File: src/rtl/wave_pkg.sv
// wave_pkg: shared types and constants for the wave averager, plus the row
// mapping function. Build option WAVE_AVERAGER_CLIP_EN selects clamping of the
// row coordinate to the visible range instead of modulo-512 wrap.
package wave_pkg;

   localparam int WIDTH = 24;   // sample width, signed two's complement
   localparam int DIV   = 15;   // right shift applied to the mean for row mapping
   localparam int Y_MID = 240;  // row of zero amplitude
   localparam int Y_MAX = 479;  // last visible row

   typedef logic signed [WIDTH-1:0] sample_t;

   typedef enum logic {
      EMPTY = 1'b0,
      FULL  = 1'b1
   } out_state_e;

   // Map a block mean to a VGA row; positive amplitude moves up the screen.
   function automatic logic [8:0] row_map(input sample_t mean);
      logic signed [WIDTH:0] mean_ext;
      logic signed [WIDTH:0] yraw;
      mean_ext = (WIDTH+1)'(mean);
      yraw     = (WIDTH+1)'(Y_MID) - (mean_ext >>> DIV);
`ifdef WAVE_AVERAGER_CLIP_EN
      if (yraw < 0) begin
         row_map = '0;
      end else if (yraw > Y_MAX) begin
         row_map = 9'(Y_MAX);
      end else begin
         row_map = 9'(yraw);
      end
`else
      // Plain modulo-512 wrap: out-of-range rows alias back onto the screen.
      row_map = 9'(yraw);
`endif
   endfunction

endpackage

File: src/rtl/wave_accumulator.sv
// wave_accumulator: sums blocks of 2^LOG_N signed samples. done pulses
// combinationally on the strobe that carries the last sample of a block, with
// mean holding the floored block mean for that same cycle.
module wave_accumulator
   import wave_pkg::*;
#(
   parameter int LOG_N = 11
) (
   input  logic    clk,
   input  logic    reset_n,
   input  logic    clear,
   input  logic    sample_valid,
   input  sample_t sample,
   output logic    done,
   output sample_t mean
);

   localparam int AW = WIDTH + LOG_N;

   logic signed [AW-1:0] acc_q, acc_d, total;
   logic [LOG_N-1:0]     count_q, count_d;

   // Running sum, block completion detect and next-state selection.
   always_comb begin
      total   = acc_q + AW'(sample);
      done    = sample_valid & ~clear & (&count_q);
      // Arithmetic shift floors toward -inf; the shifted value always fits WIDTH.
      mean    = WIDTH'(total >>> LOG_N);
      acc_d   = acc_q;
      count_d = count_q;
      if (clear) begin
         acc_d   = '0;
         count_d = '0;
      end else if (sample_valid) begin
         if (done) begin
            acc_d   = '0;
            count_d = '0;
         end else begin
            acc_d   = total;
            count_d = count_q + 1'b1;
         end
      end
   end

   // Accumulator and sample counter state.
   always_ff @(posedge clk or negedge reset_n) begin
      if (!reset_n) begin
         acc_q   <= '0;
         count_q <= '0;
      end else begin
         acc_q   <= acc_d;
         count_q <= count_d;
      end
   end

endmodule

File: src/rtl/wave_averager.sv
// wave_averager: block-averages codec samples and presents mean plus row
// coordinate through a one-entry valid/ready register. A completed block that
// finds the register occupied and not draining is dropped and flags overrun.
// Build option WAVE_AVERAGER_CLIP_EN clamps the row to 0..Y_MAX.
module wave_averager
   import wave_pkg::*;
#(
   parameter int LOG_N = 11
) (
   input  logic       clk,
   input  logic       reset_n,
   input  logic       clear,
   input  logic       sample_valid,
   input  sample_t    sample,
   output logic       out_valid,
   input  logic       out_ready,
   output sample_t    avg_sample,
   output logic [8:0] y,
   output logic       overrun
);

   logic       blk_done;
   sample_t    blk_mean;

   out_state_e state_q;
   sample_t    avg_q;
   logic [8:0] y_q;
   logic       overrun_q;

   wave_accumulator #(
      .LOG_N(LOG_N)
   ) u_acc (
      .clk         (clk),
      .reset_n     (reset_n),
      .clear       (clear),
      .sample_valid(sample_valid),
      .sample      (sample),
      .done        (blk_done),
      .mean        (blk_mean)
   );

   // Output register FSM: load on completion, drain on handshake, flag drops.
   always_ff @(posedge clk or negedge reset_n) begin
      if (!reset_n) begin
         state_q   <= EMPTY;
         avg_q     <= '0;
         y_q       <= 9'(Y_MID);
         overrun_q <= 1'b0;
      end else if (clear) begin
         state_q   <= EMPTY;
         overrun_q <= 1'b0;
      end else begin
         case (state_q)
            EMPTY: begin
               if (blk_done) begin
                  state_q <= FULL;
                  avg_q   <= blk_mean;
                  y_q     <= row_map(blk_mean);
               end
            end
            FULL: begin
               if (blk_done && out_ready) begin
                  // Old result leaves as the new one arrives.
                  avg_q <= blk_mean;
                  y_q   <= row_map(blk_mean);
               end else if (blk_done) begin
                  // Consumer still holds the old result: keep it, drop the new one.
                  overrun_q <= 1'b1;
               end else if (out_ready) begin
                  state_q <= EMPTY;
               end
            end
            default: state_q <= EMPTY;
         endcase
      end
   end

   assign out_valid  = (state_q == FULL);
   assign avg_sample = avg_q;
   assign y          = y_q;
   assign overrun    = overrun_q;

endmodule
File: config.mk
export PLATFORM = sky130hd
export DESIGN_NAME = wave_averager
export DESIGN_NICKNAME = d
export VERILOG_FILES = /design/src/rtl/wave_pkg.sv /design/src/rtl/wave_accumulator.sv /design/src/rtl/wave_averager.sv
export SDC_FILE = /design/constraint.sdc
export NUM_CORES = 1
export LEC_CHECK = 0
export CORE_ASPECT_RATIO = 0.5
export CORE_MARGIN = 2
export CORE_UTILIZATION = 35
export CTS_CLUSTER_SIZE = 16
export DETAILED_ROUTE_END_ITERATION = 12
export GPL_TIMING_DRIVEN = 1
export PLACE_DENSITY_LB_ADDON = 0.15
export SYNTH_ARGS = -nofsm -noshare
export SYNTH_HDL_FRONTEND = slang
export SYNTH_SLANG_ARGS = --single-unit
File: constraint.sdc
create_clock -name clk -period 7.6 [get_ports clk]
set_input_delay 0.76 -clock clk [delete_from_list [all_inputs] [get_ports clk]]
set_output_delay 0.76 -clock clk [all_outputs]
set_load 0.1 [all_outputs]
Word-level counts from Yosys, hierarchy flattened
Index checks and enable logic that the tools add are counted.
- add/sub/neg operators: 3
- $mul: 0
- div/mod/pow operators: 0
- order comparisons: 0
- eq/ne operators: 3
- shift-type cells: 0
- multiplexer cells: 22
- bitwise logic cells: 4
- reduce and logical (&&, ||, !) cells: 7
- operators with widths (cell ; number):
    $mux W35 ; 3
    $mux W24 ; 2
    $pmux W24 S2 ; 1
    $add A35 B24 Y35 ; 1
    $mux W11 ; 3
    $mux W9 ; 2
    $pmux W9 S2 ; 1
    $add A11 B1 Y11 const B ; 1
    $reduce_and A11 Y1 ; 1
    $mux W1 ; 9
    $sub A9 B9 Y9 const A ; 1
    $reduce_and A3 Y1 ; 2
    $reduce_bool A2 Y1 ; 3
    $ne A2 B2 Y1 const B ; 2
    $and A1 B1 Y1 ; 2
    $ne A2 B1 Y1 const B ; 1
    $not A1 Y1 ; 2
    $pmux W1 S2 ; 1
    $logic_and A1 B1 Y1 ; 1
- register bits: 81
- latch bits: 0
- RAM bits: 0
- bits in read-only memories: 0
- input bits: 29
- output and inout bits: 35
- logic and storage cells: 45
- memories kept: 0

Depth between registers and ports, before layout
- depth after elaboration: 7
- depth in mapped cells: 13
- depth with buffers taken out: 13

Modules after synthesis
A second synthesis with hierarchy kept.
- cells, all modules: 551
- area total of the unflattened synthesis: 5270.1 µm²
- by module, submodules not included (module ; times used ; cells an instance ; area an instance (µm²) ; seq. area each (µm²)):
    wave_accumulator ; 1 ; 444 ; 3816.2 ; 1151.1
    wave_averager ; 1 ; 107 ; 1453.9 ; 855.8

Least setup slack after synthesis
Ideal clock, no wire load.
- path kind: input to register
- start point: in sample[4]
- end point: reg y_q[8], in the netlist y[8]
- setup time: 142 ps
- data arrival time: 3523 ps
- data required time: 7458 ps
- path slack: 3936 ps
- stages on the path: 12
- buffers on the path: 0
- path through: ha_1 a21oi_1 o21ai_1 o31ai_1 o41ai_2 a311o_1 and3_1 or2_2 ha_1 o211a_1 o311ai_0 o211ai_1
- cells in the longest elaborated chain, start to end: 4
- elaborated cells on any way between the ends: 5
- those cells by class: add/sub (2); mux (3)
- ends and longest elaborated chain (what ; RTL line ; text):
    start, declared ; wave_averager.sv:14 ; input sample_t sample,
    $add A35 B24 Y35 (*) ; wave_accumulator.sv:25 ; total = acc_q + AW'(sample);
    $sub A9 B9 Y9 (*) ; wave_pkg.sv:23 ; yraw = (WIDTH+1)'(Y_MID) - (mean_ext >>> DIV);
    $mux W9, on equally long branches ; wave_averager.sv:62, wave_averager.sv:55 ;
    $pmux W9 S2 (*) ; wave_averager.sv:53 ; case (state_q)
    end signal, assigned ; wave_averager.sv:47 ; y_q <= 9'(Y_MID);
    end signal, assigned ; wave_averager.sv:58 ; y_q <= row_map(blk_mean);
    end signal, assigned ; wave_averager.sv:65 ; y_q <= row_map(blk_mean);
    end, declared ; wave_averager.sv:27 ; logic [8:0] y_q;
Mark *: on every way between the ends. The rest lies on a longest branch, timed or not. The select of a mux whose other input is x is not followed.
A chain may end at the register's enable or synchronous reset.

Worst setup path in the final report
Ends and elaborated chain as after synthesis.

==> out/results.txt <==
Pint: 925.2 uW
max_cap viols: 0
fin worst setup slack: 3.384 ns
clk_lat worst skew: 0.34 ns
diode count: 0
Clk pwr share: 33.6%
fin util: 43.37%
crit path kind: in -> reg
Worst Skew: 0.009925 ns
asr flop ratio synth: 100.0%
pin count of the biggest net entering global routing: 64
initial antenna violation count: 0
first-pass GRT wire length: 21,310 microns
Hold/Removal Path Class: in -> async
switch share: 33.61%
dpl cells: 809
post-DP HPWL: 9434 microns
# setup viols final: 0
DR vias/cell: 5.224
crit-path most repeated cell: ha_1
Non-Filler Instances: 825
TritonRoute pass-1 iters: 4
Net Sw Power: 468.4 uW
power per cell area: 223.9 mW/mm^2
Synthesized Nets: 636
DRC: 0
EDFF count, synth: 0
CTS H-Tree Depth: 3
ys flop type: dfrtp_1
Starting Density: 35.57%
# fillers: 1,472
logic gate share of total power: 32.3%
CP endpoint kind: register
Tmin final: 4.216 ns
total grt overflow: 0
hold buffer count at CTS: 0
layout cells sized above 1: 6.380%
crit path DAT: 4.42 ns
Fin Setup TNS: 0 ns
Ys Warns: 0
maximum root-to-sink buffer count: 2
Synth Area per Inst: 8.956 sq um
Synth Instances: 570
number of distinct library cells after synthesis: 66
Leak Pwr: 2.830 nW
# resized after CTS: 0
wirelength, routed: 12,650 microns
cell area after synthesis: 0.005105 sq mm
die height: 89.40 microns
DR vias: 4,310
NumNets Final: 688
leading cell types in the layout, fill and taps excluded: 107 x nand2_1, 76 x dfrtp_1, 62 x clkdlybuf4s50_1, 47 x o21ai_0, 36 x ha_1
commonest non-fill, non-tap cell in the layout: nand2_1
Die W: 174.8 microns
Buffers on Ports: 63
CP max-delay cell: o31ai_1
Layout area overhead: 21.94%
DP Worst Slack: 3.024 ns
Root Driver: clkbuf_16
Seq/Total Area, Yosys: 39.31%
Worst VDD drop: 0.09960 mV
Fin. Hold Viols: 0
CTS tree: yes
Worst path max stage delay: 0.50 ns
Die ar.: 0.01563 sq mm
Crit Path Max Fanout: 5
f_max: 0.2372 GHz
CTS sink count: 80
number of global-route vias before repair: 4,199
row cnt: 31
Crit path required time: 7.81 ns
TritonCTS buffer count: 9
slew margin rel.: 31.90%
Slew @ Worst Pin: 1.009 ns
Post-CTS Repair Setup Buffers: 0
clk slew on worst S/H paths: 0.06 ns
wire per inst: 15.34 microns
DRT iter0 DRCs: 246
reg2reg setup slack: 3.84 ns
Core ar.: 0.01435 sq mm
Slew Viols, Final: 0
status: finished clean
Seq pwr share: 34.1%
unrepaired setup endpoints after global routing: false
Critical Path Source Type: input pin
Detail Route Antenna Nets: 0
register bit total from synthesis: 80
period utilization: 55.47%
critical-path cell list: clkdlybuf4s50_1, ha_1, a21oi_1, o21ai_1, o31ai_1, o41ai_2, a311o_1, and3_1, or2_2, ha_1, o211a_1, o311ai_0, o211ai_1
RD Place Congestion: 0.8670
GRT Overall Usage: 17.16%
Top Ports: 64
## sequential cells by signal, indices dropped and copies added (netlist names)
register       cells
overrun            1
y                  8
u_acc.acc_q       35
avg_sample        24
u_acc.count_q     11
out_valid          1
## cell usage after synthesis (2+ instances only)
master / n / area share, %
a21oi_1: 32 / 3.1
o31ai_1: 8 / 1.2
clkbuf_1: 21 / 1.5
nor2b_1: 4 / 0.49
and3_1: 3 / 0.37
o21bai_1: 6 / 0.88
nor2_1: 33 / 2.4
a21boi_0: 2 / 0.29
o22ai_1: 3 / 0.37
mux2_2: 3 / 0.66
nand2_1: 107 / 7.9
o311ai_0: 2 / 0.34
o2111ai_1: 5 / 0.86
or3_1: 3 / 0.37
inv_1: 10 / 0.74
buf_1: 2 / 0.15
buf_2: 2 / 0.20
nand4_1: 6 / 0.74
nand2b_1: 7 / 0.86
o21a_1: 4 / 0.59
nor3_1: 6 / 0.59
o21ai_1: 2 / 0.20
a21o_1: 15 / 2.2
xnor2_1: 15 / 2.6
nor4_1: 4 / 0.49
a211oi_1: 5 / 0.74
o211ai_1: 4 / 0.59
or2_2: 2 / 0.25
dfstp_2: 4 / 2.1
ha_1: 36 / 8.8
nand3b_1: 3 / 0.44
dfrtp_1: 76 / 37
o21ai_0: 47 / 4.6
a22o_1: 19 / 3.3
nand3_1: 9 / 0.88
a31oi_1: 5 / 0.61
xor2_1: 26 / 4.5
## power groups by stage
stage                     sequential [mW]  combinational, mW  clock [mW]
after floorplan                     0.477              0.337           0
after global placement              0.482              0.449           0
after detailed placement            0.482              0.450           0
after CTS                           0.475              0.453       0.484
after global routing                0.478              0.509       0.501
final                               0.475              0.450       0.469
## final cells by class
cell class,instances,area [sq um],area share [%]
clock buffers,11,232.7,3.739
multi-input cells,454,2959,47.54
repair buffers,67,658.1,10.57
flip-flops and latches,80,2007,32.24
well taps,198,247.7,3.980
inverters,10,37.54,0.6030
clock inverters,5,82.58,1.327
## per-stage QoR
step | total power, mW | hold slack, ns | instance area (sq um)
floorplan | 0.8142 | 0.4538 | 5105
global placement | 0.9313 | 0.4634 | 5909
detailed placement | 0.9318 | 0.4658 | 5909
CTS | 1.412 | 0.2658 | 6225
global route | 1.489 | 0.2735 | 6225
finish | 1.394 | 0.2675 | 6225
## cells by family after synthesis
kind of cell | share of synthesized area, %
AO/OA/AOI/OAI | 23.31
XOR/XNOR | 7.034
adder cells (fa/ha/maj) | 9.216
buffers and inverters | 2.770
flip-flops | 39.31
multiplexers | 0.8578
AND/OR/NAND/NOR | 17.50
## critical path, delay by kind of cell
family / cells / cell delay [ns]
and+or+nand+nor: 2 / 0.53
AOI/OAI and AO/OA: 8 / 2.14
adders and majority gates: 2 / 0.58
buffers and inverters: 1 / 0.41
## metal layers
layer / up-vias / GRT usage (%) / routed length, microns
li1: 2163 / - / -
met1: 2077 / 24.50 / 6584
met2: 61 / 26.88 / 5506
met3: 9 / 3.444 / 439
met4: 0 / 4.318 / 121
met5: - / 0 / 0
## worst paths after layout
check | startpoint | end | depth (start not counted)
setup / recovery | sample[4] | y[8]$_DFFE_PN0P_ | 13
hold / removal | reset_n | u_acc.count_q[8]$_DFFE_PN0P_ | 1
setup reg to reg | u_acc.acc_q[4]$_DFFE_PN0P_ | y[8]$_DFFE_PN0P_ | 12
hold reg to reg | avg_sample[5]$_DFFE_PN0P_ | avg_sample[5]$_DFFE_PN0P_ | 2
max in group asynchronous | reset_n | avg_sample[14]$_DFFE_PN0P_ | 2
min in group clk | avg_sample[5]$_DFFE_PN0P_ | avg_sample[5]$_DFFE_PN0P_ | 2
(Power assumes the default switching activity.)
